[src/rtl/unpack_pkg.sv]
// Shared types and helpers for the unpack receive buffer.
// Default geometry plus popcount / exclusive-prefix rank helpers.
package unpack_pkg;

  localparam int unsigned LANES  = 8;
  localparam int unsigned LANE_W = 32;
  localparam int unsigned DEPTH  = 16;

  // Helpers accept masks zero-extended to MAX_N lanes.
  localparam int unsigned MAX_N  = 64;
  localparam int unsigned CNT_W  = 7;

  typedef logic [$clog2(LANES):0]   idx_t;
  typedef logic [$clog2(DEPTH)-1:0] ptr_t;
  typedef logic [$clog2(DEPTH):0]   occ_t;

  function automatic logic [CNT_W-1:0] popcnt(input logic [MAX_N-1:0] v);
    logic [CNT_W-1:0] c;
    c = '0;
    for (int i = 0; i < MAX_N; i++) c = c + CNT_W'(v[i]);
    return c;
  endfunction

  // Number of set bits strictly below position i.
  function automatic logic [CNT_W-1:0] rank_excl(input logic [MAX_N-1:0] v,
                                                 input int unsigned      i);
    logic [MAX_N-1:0] below;
    below = (MAX_N'(1) << i) - MAX_N'(1);
    return popcnt(v & below);
  endfunction

endpackage

[src/rtl/unpack_rank.sv]
// Combinational lane ranker: per-lane exclusive prefix count of a mask
// and the total number of set lanes.
module unpack_rank
  import unpack_pkg::*;
#(
  parameter int unsigned N = LANES
) (
  input  logic [N-1:0]                       i_mask,
  output logic [N-1:0][$clog2(N):0]          o_rank,
  output logic [$clog2(N):0]                 o_total
);

  localparam int unsigned IW = $clog2(N) + 1;

  always_comb begin
    o_rank = '0;
    for (int i = 0; i < N; i++) begin
      o_rank[i] = IW'(rank_excl(MAX_N'(i_mask), i));
    end
    o_total = IW'(popcnt(MAX_N'(i_mask)));
  end

endmodule

[src/rtl/unpack.sv]
// Receive-side lane unpacker: contiguous packed vectors go into a circular
// entry buffer and are scattered in arrival order onto requested lanes.
module unpack
  import unpack_pkg::*;
#(
  parameter int unsigned N = LANES,
  parameter int unsigned W = LANE_W,
  parameter int unsigned D = DEPTH
) (
  input  logic                      clk,
  input  logic                      rst,
  input  logic [N-1:0]              in_vld_w,
  input  logic [N-1:0][W-1:0]       in_w,
  output logic                      in_rdy,
  input  logic [N-1:0]              out_req,
  output logic [N-1:0][W-1:0]       out_r,
  output logic [N-1:0]              out_vld_r,
  output logic [$clog2(D):0]        occ_r
);

  localparam int unsigned PW = $clog2(D);
  localparam int unsigned OW = PW + 1;
  localparam int unsigned IW = $clog2(N) + 1;

  if (N < 2 || N > MAX_N || D < N || (D & (D - 1)) != 0) begin : g_bad_cfg
    $error("unpack: illegal lane/depth configuration");
  end

  logic [W-1:0]           r_buf [D];
  logic [PW-1:0]          r_wr_ptr;
  logic [PW-1:0]          r_rd_ptr;
  logic [OW-1:0]          r_occ;

  logic [N-1:0][IW-1:0]   w_in_rank;
  logic [IW-1:0]          w_in_tot;
  logic [N-1:0][IW-1:0]   w_out_rank;
  logic [IW-1:0]          w_out_tot;
  logic                   w_push;
  logic                   w_grant;
  logic [OW-1:0]          w_add;
  logic [OW-1:0]          w_sub;

  unpack_rank #(.N(N)) u_rank_in (
    .i_mask  (in_vld_w),
    .o_rank  (w_in_rank),
    .o_total (w_in_tot)
  );

  unpack_rank #(.N(N)) u_rank_out (
    .i_mask  (out_req),
    .o_rank  (w_out_rank),
    .o_total (w_out_tot)
  );

  // Readiness depends only on held occupancy, never on this cycle's pop.
  assign in_rdy  = (OW'(D) - r_occ) >= OW'(N);
  assign w_push  = (|in_vld_w) && in_rdy;
  assign w_grant = (|out_req) && (OW'(w_out_tot) <= r_occ);
  assign w_add   = w_push  ? OW'(w_in_tot)  : '0;
  assign w_sub   = w_grant ? OW'(w_out_tot) : '0;
  assign occ_r   = r_occ;

  always_ff @(posedge clk) begin
    if (rst) begin
      r_wr_ptr  <= '0;
      r_rd_ptr  <= '0;
      r_occ     <= '0;
      out_vld_r <= '0;
    end else begin
      r_wr_ptr  <= r_wr_ptr + PW'(w_add);
      r_rd_ptr  <= r_rd_ptr + PW'(w_sub);
      r_occ     <= r_occ + w_add - w_sub;
      out_vld_r <= w_grant ? out_req : '0;
    end
  end

  // Entry storage: data only, written at wr_ptr + lane rank.
  always_ff @(posedge clk) begin
    if (!rst && w_push) begin
      for (int i = 0; i < N; i++) begin
        if (in_vld_w[i]) r_buf[r_wr_ptr + PW'(w_in_rank[i])] <= in_w[i];
      end
    end
  end

  // Granted lanes load their ranked entry; other lanes hold.
  always_ff @(posedge clk) begin
    if (!rst && w_grant) begin
      for (int i = 0; i < N; i++) begin
        if (out_req[i]) out_r[i] <= r_buf[r_rd_ptr + PW'(w_out_rank[i])];
      end
    end
  end

  always_ff @(posedge clk) begin
    if (!rst) begin
      assert ((in_vld_w & (in_vld_w + N'(1))) == '0)
        else $error("unpack: non-contiguous input valid mask");
      assert (!(|in_vld_w) || in_rdy)
        else $error("unpack: push while not ready, vector dropped");
      assert (r_occ <= OW'(D))
        else $error("unpack: occupancy above depth");
    end
  end

endmodule

[config.mk]
export PLATFORM = sky130hd
export DESIGN_NAME = unpack
export DESIGN_NICKNAME = d
export VERILOG_FILES = /design/src/rtl/unpack_pkg.sv /design/src/rtl/unpack_rank.sv /design/src/rtl/unpack.sv
export SDC_FILE = /design/constraint.sdc
export NUM_CORES = 2
export LEC_CHECK = 0
export ABC_CLOCK_PERIOD_IN_PS = 8900
export CAP_MARGIN = 20
export CORE_MARGIN = 2
export CORE_UTILIZATION = 35
export CTS_CLUSTER_DIAMETER = 120
export CTS_CLUSTER_SIZE = 30
export DETAILED_ROUTE_END_ITERATION = 16
export HOLD_SLACK_MARGIN = 0.15
export PLACE_DENSITY = 0.61
export SLEW_MARGIN = 5
export SYNTH_ARGS = -nofsm -noshare
export SYNTH_HDL_FRONTEND = slang
export SYNTH_SLANG_ARGS = --single-unit
export TNS_END_PERCENT = 10
[constraint.sdc]
create_clock -name clk -period 8.9 [get_ports clk]
set_clock_uncertainty 0.15 [all_clocks]
set_input_delay 2.67 -clock clk [delete_from_list [all_inputs] [get_ports clk]]
set_output_delay 2.67 -clock clk [all_outputs]
set_load 0.005 [all_outputs]
# --- Word-level counts from Yosys, hierarchy flattened ---
# Memory sizes are Yosys's and may differ from the RTL's. A register that Yosys moved wholly into a read port is not among the register bits.
# Index checks and enable logic that the tools add are counted.
# W data, S select, Z words.
word_totals:
  regBits: 21
  mem_bits_rw: 512
  input_bits: 274
  output_inout_bits: 270
  n_memories: 1
mem_list:
  columns: ["memory", "words", "word_bits", "read_ports", "rd_ports_with_merged_regs", "write_ports", "line", "source"]
  rows:
  - ["r_buf", 16, 32, 8, 8, 8, "unpack.sv:29", "logic [W-1:0] r_buf [D];"]
classes:
  add_sub_neg: 33
  n_lt_le_gt_ge: 2
  n_mux: 26
  bitwise_logic: 1
  reduce_logical: 16
op_table:
  columns: ["operator", "n"]
  rows:
  - ["$add A4 B4 Y4", 14]
  - ["$add A4 B1 Y4", 10]
  - ["$mux W1", 24]
  - ["$reduce_and A2 Y1", 8]
  - ["$reduce_or A8 Y1", 2]
  - ["$add A3 B1 Y4", 2]
  - ["$mux W4", 2]
  - ["$add A2 B1 Y3", 2]
  - ["$add A5 B4 Y5", 1]
  - ["$ge A5 B4 Y1 const B", 1]
  - ["$le A4 B5 Y1", 1]
  - ["$sub A5 B4 Y5", 1]
  - ["$sub A5 B5 Y5 const A", 1]
  - ["$add A1 B1 Y2", 2]
  - ["$logic_and A1 B1 Y1", 4]
  - ["$reduce_or A2 Y1", 1]
  - ["$logic_not A1 Y1", 1]
  - ["$not A1 Y1", 1]

# --- Logic depth before layout (Yosys ltp) ---
logic_depth:
  word_depth: 11
  ltp_mapped: 25
  ltp_nobuf: 25

# --- Modules after synthesis ---
# Synthesis repeated with hierarchy kept, for this count alone.
unflattened:
  hier_cells: 9650
  area_unflattened_um2: 93191.9
modules_own_cells:
  columns: ["mod", "instances", "cells_each", "area_per_inst_um2", "seq_area_each_um2"]
  rows:
  - ["unpack", 1, 9532, 92083.3, 23482.5]
  - ["unpack_rank (u_rank_out)", 1, 61, 603.1, 0.0]
  - ["unpack_rank (u_rank_in)", 1, 57, 505.5, 0.0]

# --- Worst setup path after synthesis ---
# OpenSTA, ideal clock, no wires.
synth_timing:
  path_kind: "input to register"
  start: "in out_req[0]"
  end: "reg out_r[0] (netlist bit) (read register of r_buf), enable pin"
  setup_ns: 0.461
  arrival_time_ns: 8.723
  setup_slack_ns: -0.434
  stages: 14
  n_path_buf: 0
  cell_sequence: "fa_1 ha_1 fa_1 ha_1 ha_1 ha_1 ha_1 ha_1 nor2b_1 o21a_1 o21a_1 o21ai_0 nand2_1 nor3_1"
synth_via:
  elab_chain_len: 11
  elab_cells_between_ends: 12
  cone_classes: "add/sub (7); order compare (1); reduce/logical (4)"
synth_lines:
  columns: ["element", "line", "source"]
  rows:
  - ["from (decl)", "unpack.sv:15", "input logic [N-1:0] out_req,"]
  - ["$add A1 B1 Y2", "unpack_pkg.sv:20", "for (int i = 0; i < MAX_N; i++) c = c + CNT_W'(v[i]);"]
  - ["$add A2 B1 Y3", "unpack_pkg.sv:20", null]
  - ["$add A3 B1 Y4", "unpack_pkg.sv:20", null]
  - ["$add A4 B1 Y4 (4 in series)", "unpack_pkg.sv:20", null]
  - ["$le A4 B5 Y1", "unpack.sv:58", "assign w_grant = (|out_req) && (OW'(w_out_tot) <= r_occ);"]
  - ["$logic_and A1 B1 Y1", "unpack.sv:58", null]
  - ["$logic_and A1 B1 Y1", "unpack.sv:88", "if (!rst && w_grant) begin"]
  - ["$reduce_and A2 Y1 (no source line) *", null, null]
  - ["to (decl)", "unpack.sv:16", "output logic [N-1:0][W-1:0] out_r,"]
# Mark *: on every way between the ends. The rest lies on a longest branch, timed or not.
# A chain may end at the register's enable or synchronous reset.

==> results.cfg <==
[flow_run]
max_cap_viol_count = 0

[setup_path]
setup.worst_path.start = in_vld_w[2]
crit_fanout = 7
startpoint_type = input pin
reg2reg_depth = 12
crit_required_ns = 9.12
critPathCaptureType = flip-flop
regToRegEndpoint = r_buf[14][4]
cp.arrival_ns = 8.95
critPathKind = in -> reg
cp-endpoint = r_buf[3][30]
rr_startpoint = occ_r[4]
reg2reg_slack_ns = 2.53

[timing]
setup_tns_ns = 0
final-max-slew-violation-count = 0
setup_viol = 0
timing.final.crit_share_pct = 98.17
fin_crit_ns = 8.737
tightest_slew_ns = 1.344
rsz0062_at_grt = false
hold_viol_final = 0
timing.fmax_mhz = 114.5
relSlewSlack_pct = 8.095

[detailed_routing]
drtIter0Drc = 24520
avgViaCountPerCell = 7.919
drc_errors = 0
ant_nets = 0
first_pass_iters = 8
post_drt_wl_per_cell_um = 51.21
dr_total_vias = 112900
wirelength_mm = 730.1

[cells_and_area]
synthToLayoutAreaGrowth_pct = 21.82
layoutNonFillerInstCount = 14260
final_nets = 10860
final_area_um2 = 119200
drive_above_1_share_pct = 30.53

[pwr]
p_per_area_nw_per_um2 = 419.0
irDropWorstVdd_mv = 0.4555
power_uw = 49940
power.leakage_uw = 0.04065

[global_routing]
antenna_found_initial = 91
grt_max_degree = 129
grt.busiest_layer = met2
grt_util_met2_pct = 65.07
grt_pass1_vias = 100400
gr-usage-met3_pct = 32.20
met1_usage_pct = 63.95
groute.usage.overall_pct = 49.32
overflow = 0
grt_pass1_wl_mm = 960.0

[yosys]
netlist_area_um2 = 97850
yosys.area.top_type_share_pct = 28.73
syn_inst = 9837
syn_avg_cell_area_um2 = 9.947
ys_ff_latch = 789
synth_cell_types = 109
synth_ff_type = edfxtp_1
ys_warn_count = 0
synthArstFlopShare_pct = 0
synth_top_cell_by_area = mux4_2
ys_seq_area_share_pct = 24.00
syn_nets = 10210
synth_edf_count = 768
synthTopCellsByArea = mux4_2, edfxtp_1, clkbuf_1, mux2i_1, nand2_1

[die]
initial_core_util_pct = 35.11
ioPinCount = 544
die_h_um = 532.7
die_x_um = 532.7
row_count = 194
dieArea_um2 = 283800
core_um2 = 278700

[place]
gp_congestion = 1.128
placed_cell_area_um2 = 117600
placedCellCount = 14160
place_hpwl_mm = 541.8
port_buffers = 543

[clocking]
cts_root_buf = clkbuf_16
tritoncts = built
cts_buffer_depth = 3
cts_resized = 0
h-tree-depth = 2
cts_buffers = 41
hold_buffers = 0
cts_setup_buffers = 0
clk_latency_ns = 0.74
cts_sinks = 789
path_clk_slew_ns = 0.12

[status]
status = completed

[worst_hold_path]
hold_class = reg -> reg
## per-stage QoR
step,setup WS (ns),hold WS (ns),utilization [%]
after CTS,0.3827,0.6768,42.73
after global routing,0.2722,0.7234,42.76
after floorplan,-0.4343,0.5146,-
final,0.1630,0.6716,42.78
after global placement,-0.2402,0.6455,42.20
after detailed placement,-0.3487,0.6570,42.21
## state kept, by name, indices dropped and copies added, names as in the netlist
name / flops
r_rd_ptr: 4
out_vld_r: 8
r_wr_ptr: 4
out_r: 256
r_buf: 512
occ_r: 5
## cells in the final DEF, fill, tap and decap left out, drive strengths merged, types with 35 or more instances in the layout
cell type and n:
buf 1566, mux4 1248, nand2 887, edfxtp 768, o21ai 614, clkdlybuf4s50 538, nor2 433, nor3 419
a21oi 363, o211ai 347, a211oi 341, mux2i 335, a31oi 300, nand3 239, nand4 178, o22ai 171
nor4 154, a311oi 137, o31ai 117, inv 101, ha 79, and3 76, o2111ai 74, a211o 74
mux2 72, a41oi 62, nand3b 62, o211a 58, a22oi 55, a311o 55, a2111oi 55, or3 46
clkbuf 45, and2 40, xnor2 38, o41ai 37, a22o 35, clkinv 35
## layout make-up
class	count	area (um^2)
Multi-Input combinational cell	7436	68910
Antenna cell	23	57.56
Clock inverter	21	386.6
Fill cell	26480	159500
Sequential cell	789	23500
Inverter	115	431.7
Tap cell	3724	4659
Timing Repair Buffer	2106	20210
Clock buffer	43	1055
## where the power goes
group / switching [uW] / internal, uW / total, uW
combinational: 21100 / 16500 / 37700
clock: 1580 / 952 / 2530
sequential: 2880 / 6880 / 9750
## kinds of logic after synthesis
kind of cell    count (synthesis)  synth area share, %
compound gates               3011                21.19
xor+xnor                       68               0.7788
fa+ha+maj                     101                1.460
buf+inv                      1612                6.715
flops                         789                24.00
mux                          1655                32.98
simple gates                 2601                12.88
## how the worst min path moves through the flow
stage                     slack (ns)          end  cells after the start   startpoint
after floorplan                 0.51     occ_r[4]                      3     occ_r[4]
after global placement          0.65  r_wr_ptr[3]                      3  r_wr_ptr[3]
after detailed placement        0.66  r_wr_ptr[3]                      3  r_wr_ptr[3]
after CTS                       0.68  r_wr_ptr[3]                      3  r_wr_ptr[3]
after global routing            0.72  r_wr_ptr[3]                      3  r_wr_ptr[3]
final                           0.67  r_wr_ptr[3]                      3  r_wr_ptr[3]
## worst max-delay path: stages
cell             delay [ns]
clkdlybuf4s50_1        0.57
fa_1                   0.54
ha_1                   0.27
fa_1                   0.60
buf_12                 0.14
inv_1                  0.05
fa_1                   0.42
xor2_1                 0.62
nand2_1                0.20
nor3_2                 0.63
buf_4                  0.44
a211oi_1               0.11
buf_4                  0.18
a2111oi_0              0.98
buf_4                  0.25
o22ai_1                0.27
## synthesized netlist by cell type (21+ instances only)
cell and number:
o2111ai_1 74, a41oi_1 62, o22ai_1 170, a31oi_1 300
mux2i_1 335, nand2_1 885, a311o_1 55, or3_1 45
nor2_1 432, and3_1 75, buf_4 32, inv_1 87
a2111oi_0 50, nand3_1 225, a211oi_1 338, clkbuf_1 1084
o41ai_1 26, a21oi_1 361, a211o_1 73, o31ai_1 117
o211a_1 58, fa_1 22, o21ai_0 585, nand3b_1 62
mux2_2 72, a311oi_1 137, o21ai_1 28, clkinv_1 25
edfxtp_1 768, o211ai_1 347, buf_2 186, xnor2_1 36
nor4_1 151, a21o_1 34, a22oi_1 55, dfxtp_1 21
ha_1 79, buf_1 174, a22o_1 35, mux4_2 1248
nor3_1 400, nand4_1 178, and2_1 39
## metal layers
metal  vias up  routed length (um)
li1      41530                   -
met1     56550              268900
met2     12510              276200
met3      2231              147600
met4        84               35830
met5         -                1480
No activity file was read; power rests on OpenSTA's default activity.
